[src/rtl/div_unit.sv]
// Radix-2 restoring divider for DIV/DIVU in Execute: one quotient bit per cycle,
// stalls the pipe while busy and pulses ready with {HI=remainder, LO=quotient}.
module div_unit #(
  parameter int WIDTH = 32
) (
  input  logic               clk,
  input  logic               rst,
  input  logic               start_i,
  input  logic               signed_i,
  input  logic [WIDTH-1:0]   a_i,
  input  logic [WIDTH-1:0]   b_i,
  input  logic               annul_i,
  output logic               busy_o,
  output logic               ready_o,
  output logic [2*WIDTH-1:0] result_o
);

  localparam int CW = $clog2(WIDTH) + 1;

  typedef enum logic [1:0] {IDLE, DIVZERO, ON, DONE} state_t;

  state_t           state, nextState;
  logic [CW-1:0]    count;
  logic [WIDTH-1:0] rem, quot, divisor;
  logic             qSign, rSign;

  logic             startOk, lastStep;
  logic [WIDTH-1:0] absA, absB;
  logic [WIDTH:0]   trial;
  logic [WIDTH-1:0] stepRem, stepQuot, fixRem, fixQuot;

  always_comb begin
    startOk  = (state == IDLE) && start_i && !annul_i;
    lastStep = (count == CW'(WIDTH - 1));
    absA     = (signed_i && a_i[WIDTH-1]) ? -a_i : a_i;
    absB     = (signed_i && b_i[WIDTH-1]) ? -b_i : b_i;
    // Borrow out of the (WIDTH+1)-bit trial subtract means the divisor did not fit.
    trial    = {rem, quot[WIDTH-1]} - {1'b0, divisor};
    stepRem  = trial[WIDTH] ? {rem[WIDTH-2:0], quot[WIDTH-1]} : trial[WIDTH-1:0];
    stepQuot = {quot[WIDTH-2:0], ~trial[WIDTH]};
    fixQuot  = qSign ? -stepQuot : stepQuot;
    fixRem   = rSign ? -stepRem : stepRem;
  end

  always_ff @(posedge clk) begin
    if (rst) state <= IDLE;
    else     state <= nextState;
  end

  always_comb begin
    nextState = state;
    busy_o    = 1'b0;
    ready_o   = 1'b0;
    case (state)
      IDLE: begin
        busy_o = startOk;
        if (startOk) nextState = (b_i == '0) ? DIVZERO : ON;
      end
      DIVZERO: begin
        busy_o    = 1'b1;
        nextState = annul_i ? IDLE : DONE;
      end
      ON: begin
        busy_o = 1'b1;
        if (annul_i)       nextState = IDLE;
        else if (lastStep) nextState = DONE;
      end
      DONE: begin
        ready_o   = 1'b1;
        nextState = IDLE;
      end
      default: nextState = IDLE;
    endcase
  end

  always_ff @(posedge clk) begin
    if (rst) begin
      count    <= '0;
      rem      <= '0;
      quot     <= '0;
      divisor  <= '0;
      qSign    <= 1'b0;
      rSign    <= 1'b0;
      result_o <= '0;
    end else begin
      case (state)
        IDLE: begin
          if (startOk) begin
            count <= '0;
            if (b_i == '0) begin
              rem  <= a_i;
              quot <= '1;
            end else begin
              rem     <= '0;
              quot    <= absA;
              divisor <= absB;
              qSign   <= signed_i & (a_i[WIDTH-1] ^ b_i[WIDTH-1]);
              rSign   <= signed_i & a_i[WIDTH-1];
            end
          end
        end
        DIVZERO: begin
          if (!annul_i) result_o <= {rem, quot};
        end
        ON: begin
          if (!annul_i) begin
            rem   <= stepRem;
            quot  <= stepQuot;
            count <= count + 1'b1;
            if (lastStep) result_o <= {fixRem, fixQuot};
          end
        end
        default: ;
      endcase
    end
  end

endmodule

[config.mk]
export PLATFORM = sky130hd
export DESIGN_NAME = div_unit
export DESIGN_NICKNAME = d
export VERILOG_FILES = /design/src/rtl/div_unit.sv
export SDC_FILE = /design/constraint.sdc
export NUM_CORES = 1
export LEC_CHECK = 0
export ABC_AREA = 1
export BUFFER_PORTS_ARGS = -buffer_cell sky130_fd_sc_hd__buf_4
export CAP_MARGIN = 0
export CORE_UTILIZATION = 49
export CTS_CLUSTER_DIAMETER = 100
export CTS_CLUSTER_SIZE = 14
export DETAILED_ROUTE_END_ITERATION = 16
export PLACE_DENSITY = 0.8
export SYNTH_ARGS = -nofsm -noshare
export SYNTH_HDL_FRONTEND = slang
export SYNTH_SLANG_ARGS = --single-unit
[constraint.sdc]
create_clock -name clk -period 3.85 [get_ports clk]
set_input_delay 0.5775 -clock clk [delete_from_list [all_inputs] [get_ports clk]]
set_output_delay 0.5775 -clock clk [all_outputs]
set_load 0.1 [all_outputs]
After elaboration in Yosys (flattened, before gate mapping). Index checks and enable logic that the tools add are counted. Widths: inputs -> output; s select.

$add $sub $neg: 6. Equal/unequal tests: 9. Multiplexer cells: 28. Bitwise operators: 5. Reduce and logical (&&, ||, !) cells: 14.

Operators by type and width (number): $mux 32 (11); $mux 64 (3); $neg 32->32 (4); $pmux 32 s2 (2); $pmux 64 s2 (1); $sub 33x32->33 (1); $logic_not 32->1 (1); $mux 6 (2); $pmux 6 s2 (1); $mux 2 (5); $ne 2x2->1 const B (4); $pmux 2 s4 (1); $add 6x1->6 const B (1); $eq 6x5->1 const B (1); $reduce_and 3->1 (2); $eq 2x2->1 const B (2); $logic_and 1x1->1 (4); $reduce_and 4->1 (1); $reduce_bool 2->1 (2); $ne 3x3->1 const B (1); $and 1x1->1 (2); $eq 2x1->1 const B (1); $logic_not 2->1 (1); $not 1->1 (2); other kinds (6) (6).

Flip-flop bits (word level): 170. Bits of input ports: 69. Output and inout port bits: 66. Logic and storage cells: 70.

Logic depth before layout (Yosys ltp).
Depth after elaboration: 7. Depth in mapped cells: 31. Gate-level depth less buffers: 30.

Worst setup path after synthesis. No wires, ideal clock.

Path type: register to register. From: reg quot[31]. To: reg result_o[30]. Setup time: 0.056 ns. Arrival time: 3.794 ns. Data required time: 3.794 ns. Setup slack: 0.000 ns. Stages on the path, launching flop included: 31. Buffers on the path: 1. Clock period less this slack: 3.850 ns. Path through: dfxtp_1 -> inv_1 -> ha_1 -> inv_1 -> fa_1 -> nand2_1 -> nand2_1 -> nand3_1 -> nand2_2 -> nand2_1 -> nand2_2 -> nand2_4 -> nand3_2 -> nand2_4 -> buf_2 -> ha_1 -> nand3_1 -> nor2_1 -> nand2_1 -> nor4_1 -> nand3_1 -> nand2_1 -> nand2_1 -> a21oi_1 -> o21a_1 -> o21ai_0 -> a21oi_1 -> nand3_1 -> o211ai_1 -> nand2_1 -> inv_1.

Cells in the longest elaborated chain, start to end: 7.

RTL lines: start: declaration (line 24) `logic [WIDTH-1:0] rem, quot, divisor;`; start signal: assignment (line 95) `quot <= absA;`; start signal: assignment (line 108) `quot <= stepQuot;`; $sub 33x32->33 (line 38) `trial = {rem, quot[WIDTH-1]} - {1'b0, divisor};`; $not 1->1 (line 40) `stepQuot = {quot[WIDTH-2:0], ~trial[WIDTH]};`; $neg 32->32 (line 41) `fixQuot = qSign ? -stepQuot : stepQuot;`; $mux 32 (line 41); $mux 64 (line 110) `if (lastStep) result_o <= {fixRem, fixQuot};`; $mux 64 (line 106) `if (!annul_i) begin`; $pmux 64 s2 (line 86) `case (state)`; end signal: assignment (line 103) `if (!annul_i) result_o <= {rem, quot};`; end signal: assignment (line 110); end: declaration (line 15) `output logic [2*WIDTH-1:0] result_o`.

No other way between the ends. The select of a mux whose other input is x is not followed. A chain may end at the register's enable or synchronous reset.

Worst setup path after layout.
From: reg quot[31]. To: reg result_o[28].

The elaborated chain is that of the path after synthesis.

==> impl_metrics.py <==
metrics = {
    "outcome": {
        "status": "completed",
    },
    "hold_path": {
        "hold_path_depth": 3,
        "hold_start": "b_i[11]",
        "worstHoldEndpoint": "divisor[11]",
        "min_path_type": "input pin to flip-flop",
    },
    "critical_path": {
        "critPathRequiredTime_ns": 4.21,
        "rr_startpoint": "quot[31]",
        "cpMostUsedCell": "nand2_2",
        "reg2reg_to": "result_o[28]",
        "end_kind": "flip-flop",
        "r2r_slack_ns": 0.17,
        "start_kind": "flip-flop",
        "path_class": "flip-flop to flip-flop",
        "crit_path_max_incr_delay_ns": 0.34,
        "cp_slowest_cell": "dfxtp_2",
        "path_max_fanout": 3,
        "r2r.worst_path.cells": 28,
        "worstPathArrival_ns": 4.05,
    },
    "clocking": {
        "root_buffer": "clkbuf_16",
        "cts_buffers": 17,
        "clk_path_buf_depth": 2,
        "hold_buffers": 0,
        "htreeDepth": 4,
        "clk_latency_ns": 0.45,
        "clk_pin_slew_ns": 0.08,
        "cts.sinks": 170,
        "cts_tree": "yes",
    },
    "placed_design": {
        "placed_area_um2": 14900,
        "hpwl_um": 37100,
        "port_buffers": 134,
        "gp_congestion": 1.04,
    },
    "power": {
        "ir_worst_vdd_mv": 1.15,
        "p_leak_nw": 7.32,
        "p_comb_share_pct": 72.7,
        "internal-power_mw": 6.53,
        "seqPwrFrac_pct": 16.0,
        "p_sw_mw": 9.63,
        "power_frac_clock_pct": 11.3,
        "p_sw_share_pct": 59.6,
        "p_total_mw": 16.2,
        "p_per_area_nw_per_um2": 1030,
    },
    "synth": {
        "seq_area_frac_synth_pct": 25.2,
        "synth.distinct_cells": 59,
        "syn_inst": 2209,
        "async_reset_ff_share_pct": 0,
        "synth_edf_count": 0,
        "ys_ff_latch": 170,
        "syn_area_um2": 13500,
        "synth_nets": 2320,
        "syn_avg_cell_area_um2": 6.10,
        "yosys_warnings": 0,
        "synth_flop_cell": "dfxtp_1",
    },
    "finish": {
        "fin_util_pct": 58.1,
        "drive_gt1_share_pct": 14.1,
        "final_area_um2": 15700,
        "area_growth_pct": 16.2,
        "antenna_cells": 0,
        "fillers": 2604,
        "num-nets-final": 2420,
    },
    "job": {
        "max-cap-violations": 0,
    },
    "floorplan": {
        "die_w_um": 168,
        "core_area_um2": 27000,
        "die-area_um2": 28200,
        "boundaryPins": 135,
        "fp.dieH_um": 168,
        "initial_utilization_pct": 50.0,
        "num_rows": 60,
    },
    "global_route": {
        "grt_max_degree": 105,
        "gr-total-overflow": 0,
        "antenna_found_initial": 0,
        "grt_pass1_wl_um": 75100,
        "grt_usage_pct": 34.1,
        "grt_pass1_vias": 13856,
    },
    "route": {
        "drt_first_iter_violations": 1851,
        "antenna_left": 0,
        "vias_per_cell": 5.85,
        "wl_um": 48800,
        "drtPass1Iterations": 6,
        "drc_errors": 0,
        "wl_per_cell_um": 18.3,
        "via_count": 15554,
    },
    "timing": {
        "worst_clock_skew_ns": 0.0179,
        "final_hold_viol_count": 0,
        "whs_ns": 0.436,
        "min_period_over_period_pct": 95.6,
        "setup_violations": 0,
        "maxSlewHeadroom_pct": 24.5,
        "fin_crit_ns": 3.68,
        "slew_violations": 0,
        "tightest_slew_ns": 1.13,
        "clock.fmax_mhz": 272,
    },
}
logic make-up (layout without fill, tap and decap cells):
group,Yosys count,in the layout,share of synthesized area (%)
adder cells (fa/ha/maj),42,42,3.95
flip-flops,170,170,25.2
AO/OA/AOI/OAI,437,437,19.4
XOR/XNOR,77,77,5.00
AND/OR/NAND/NOR,1064,1064,34.5
buffers and inverters,419,530,11.9
layout make-up:
type	instances	area, µm²	area share [%]
multi-input combinational	1620	8670	55.3
sequential	170	3410	21.7
timing repair buffer	181	1370	8.75
inverter	319	1200	7.64
clock buffer	18	439	2.80
tap	341	427	2.72
clock inverter	12	156	0.998
power by group through the flow:
stage          combinational [mW]  clock (mW)  sequential [mW]
6_report                     11.7        1.82             2.59
5_1_grt                      12.7        1.91             2.63
4_1_cts                      11.2        1.83             2.57
3_5_place_dp                 11.1           0             2.60
3_3_place_gp                 11.0           0             2.58
2_1_floorplan                7.19           0             3.68
placed cells by master (no fill, tap or decap), types with 40 or more instances in the layout:
master      n
nand2_1   556
inv_1     302
nor2_1    190
a21oi_1   189
buf_4     180
dfxtp_1   168
nand3_1   140
o21ai_0    98
xor2_1     54
o211ai_1   40
repair_timing:
item	CTS	global route
cloned	0	0
setup endpoints to repair	1	18
endpoints found under the hold margin	0	0
buffers inserted	0	2
pin swaps	0	8
gates resized for setup	1	37
sequential cells by signal (all words and copies together), names as in the netlist:
register and count:
result_o 64, qSign 1, state 2, divisor 32, quot 32, rSign 1
count 6, rem 32
synth_stat cells (7+ instances only):
cell type	instances	area share [%]
nand3_1	142	5.3
dfxtp_1	170	25
xnor2_1	23	1.5
nand2_1	564	16
inv_2	10	0.28
o21ai_0	99	3.7
nand2_4	7	0.58
clkbuf_1	83	2.3
a221oi_1	17	1.1
ha_1	41	3.8
o221ai_1	27	1.8
o211ai_1	40	2.2
nand2_2	28	1.3
nand4_1	37	1.7
nor3_1	33	1.2
xor2_1	54	3.5
a211oi_1	7	0.39
nor4_1	12	0.56
buf_1	8	0.22
and2_1	7	0.32
nor2_2	12	0.56
a21oi_1	192	7.1
a31oi_1	13	0.60
nor2_1	196	5.5
inv_1	304	8.5
per-layer routing:
layer  GRT usage, %  wire length, µm  vias to the layer above
met2           54.5            21600                      894
met5              0                0                        -
li1               -                -                     7439
met1           44.7            20100                     7071
met4           12.8             1950                        0
met3           7.52             5180                      150
worst max-delay path by stage:
stage	to	from
after floorplan	result_o[30]	quot[31]
after global placement	result_o[30]	quot[31]
after detailed placement	result_o[30]	quot[31]
after CTS	result_o[30]	quot[31]
after global routing	result_o[30]	quot[31]
final	result_o[28]	quot[31]
metrics by stage:
step	setup slack [ns]	TNS, ns	instances
after floorplan	0.0603	0	2209
after global placement	0.131	0	2629
after detailed placement	0.0446	0	2629
after CTS	0.0252	0	2659
after global routing	-0.0895	-0.424	2661
final	0.168	0	2661
critical path, delay by kind of cell (launching register included):
kind            cells  cell delay [ns]
compound gates      4             0.51
fa+ha+maj           3             0.54
buf+inv             3             0.27
flops               1             0.34
simple gates       18             1.92
No activity file was read; power rests on OpenSTA's default activity.
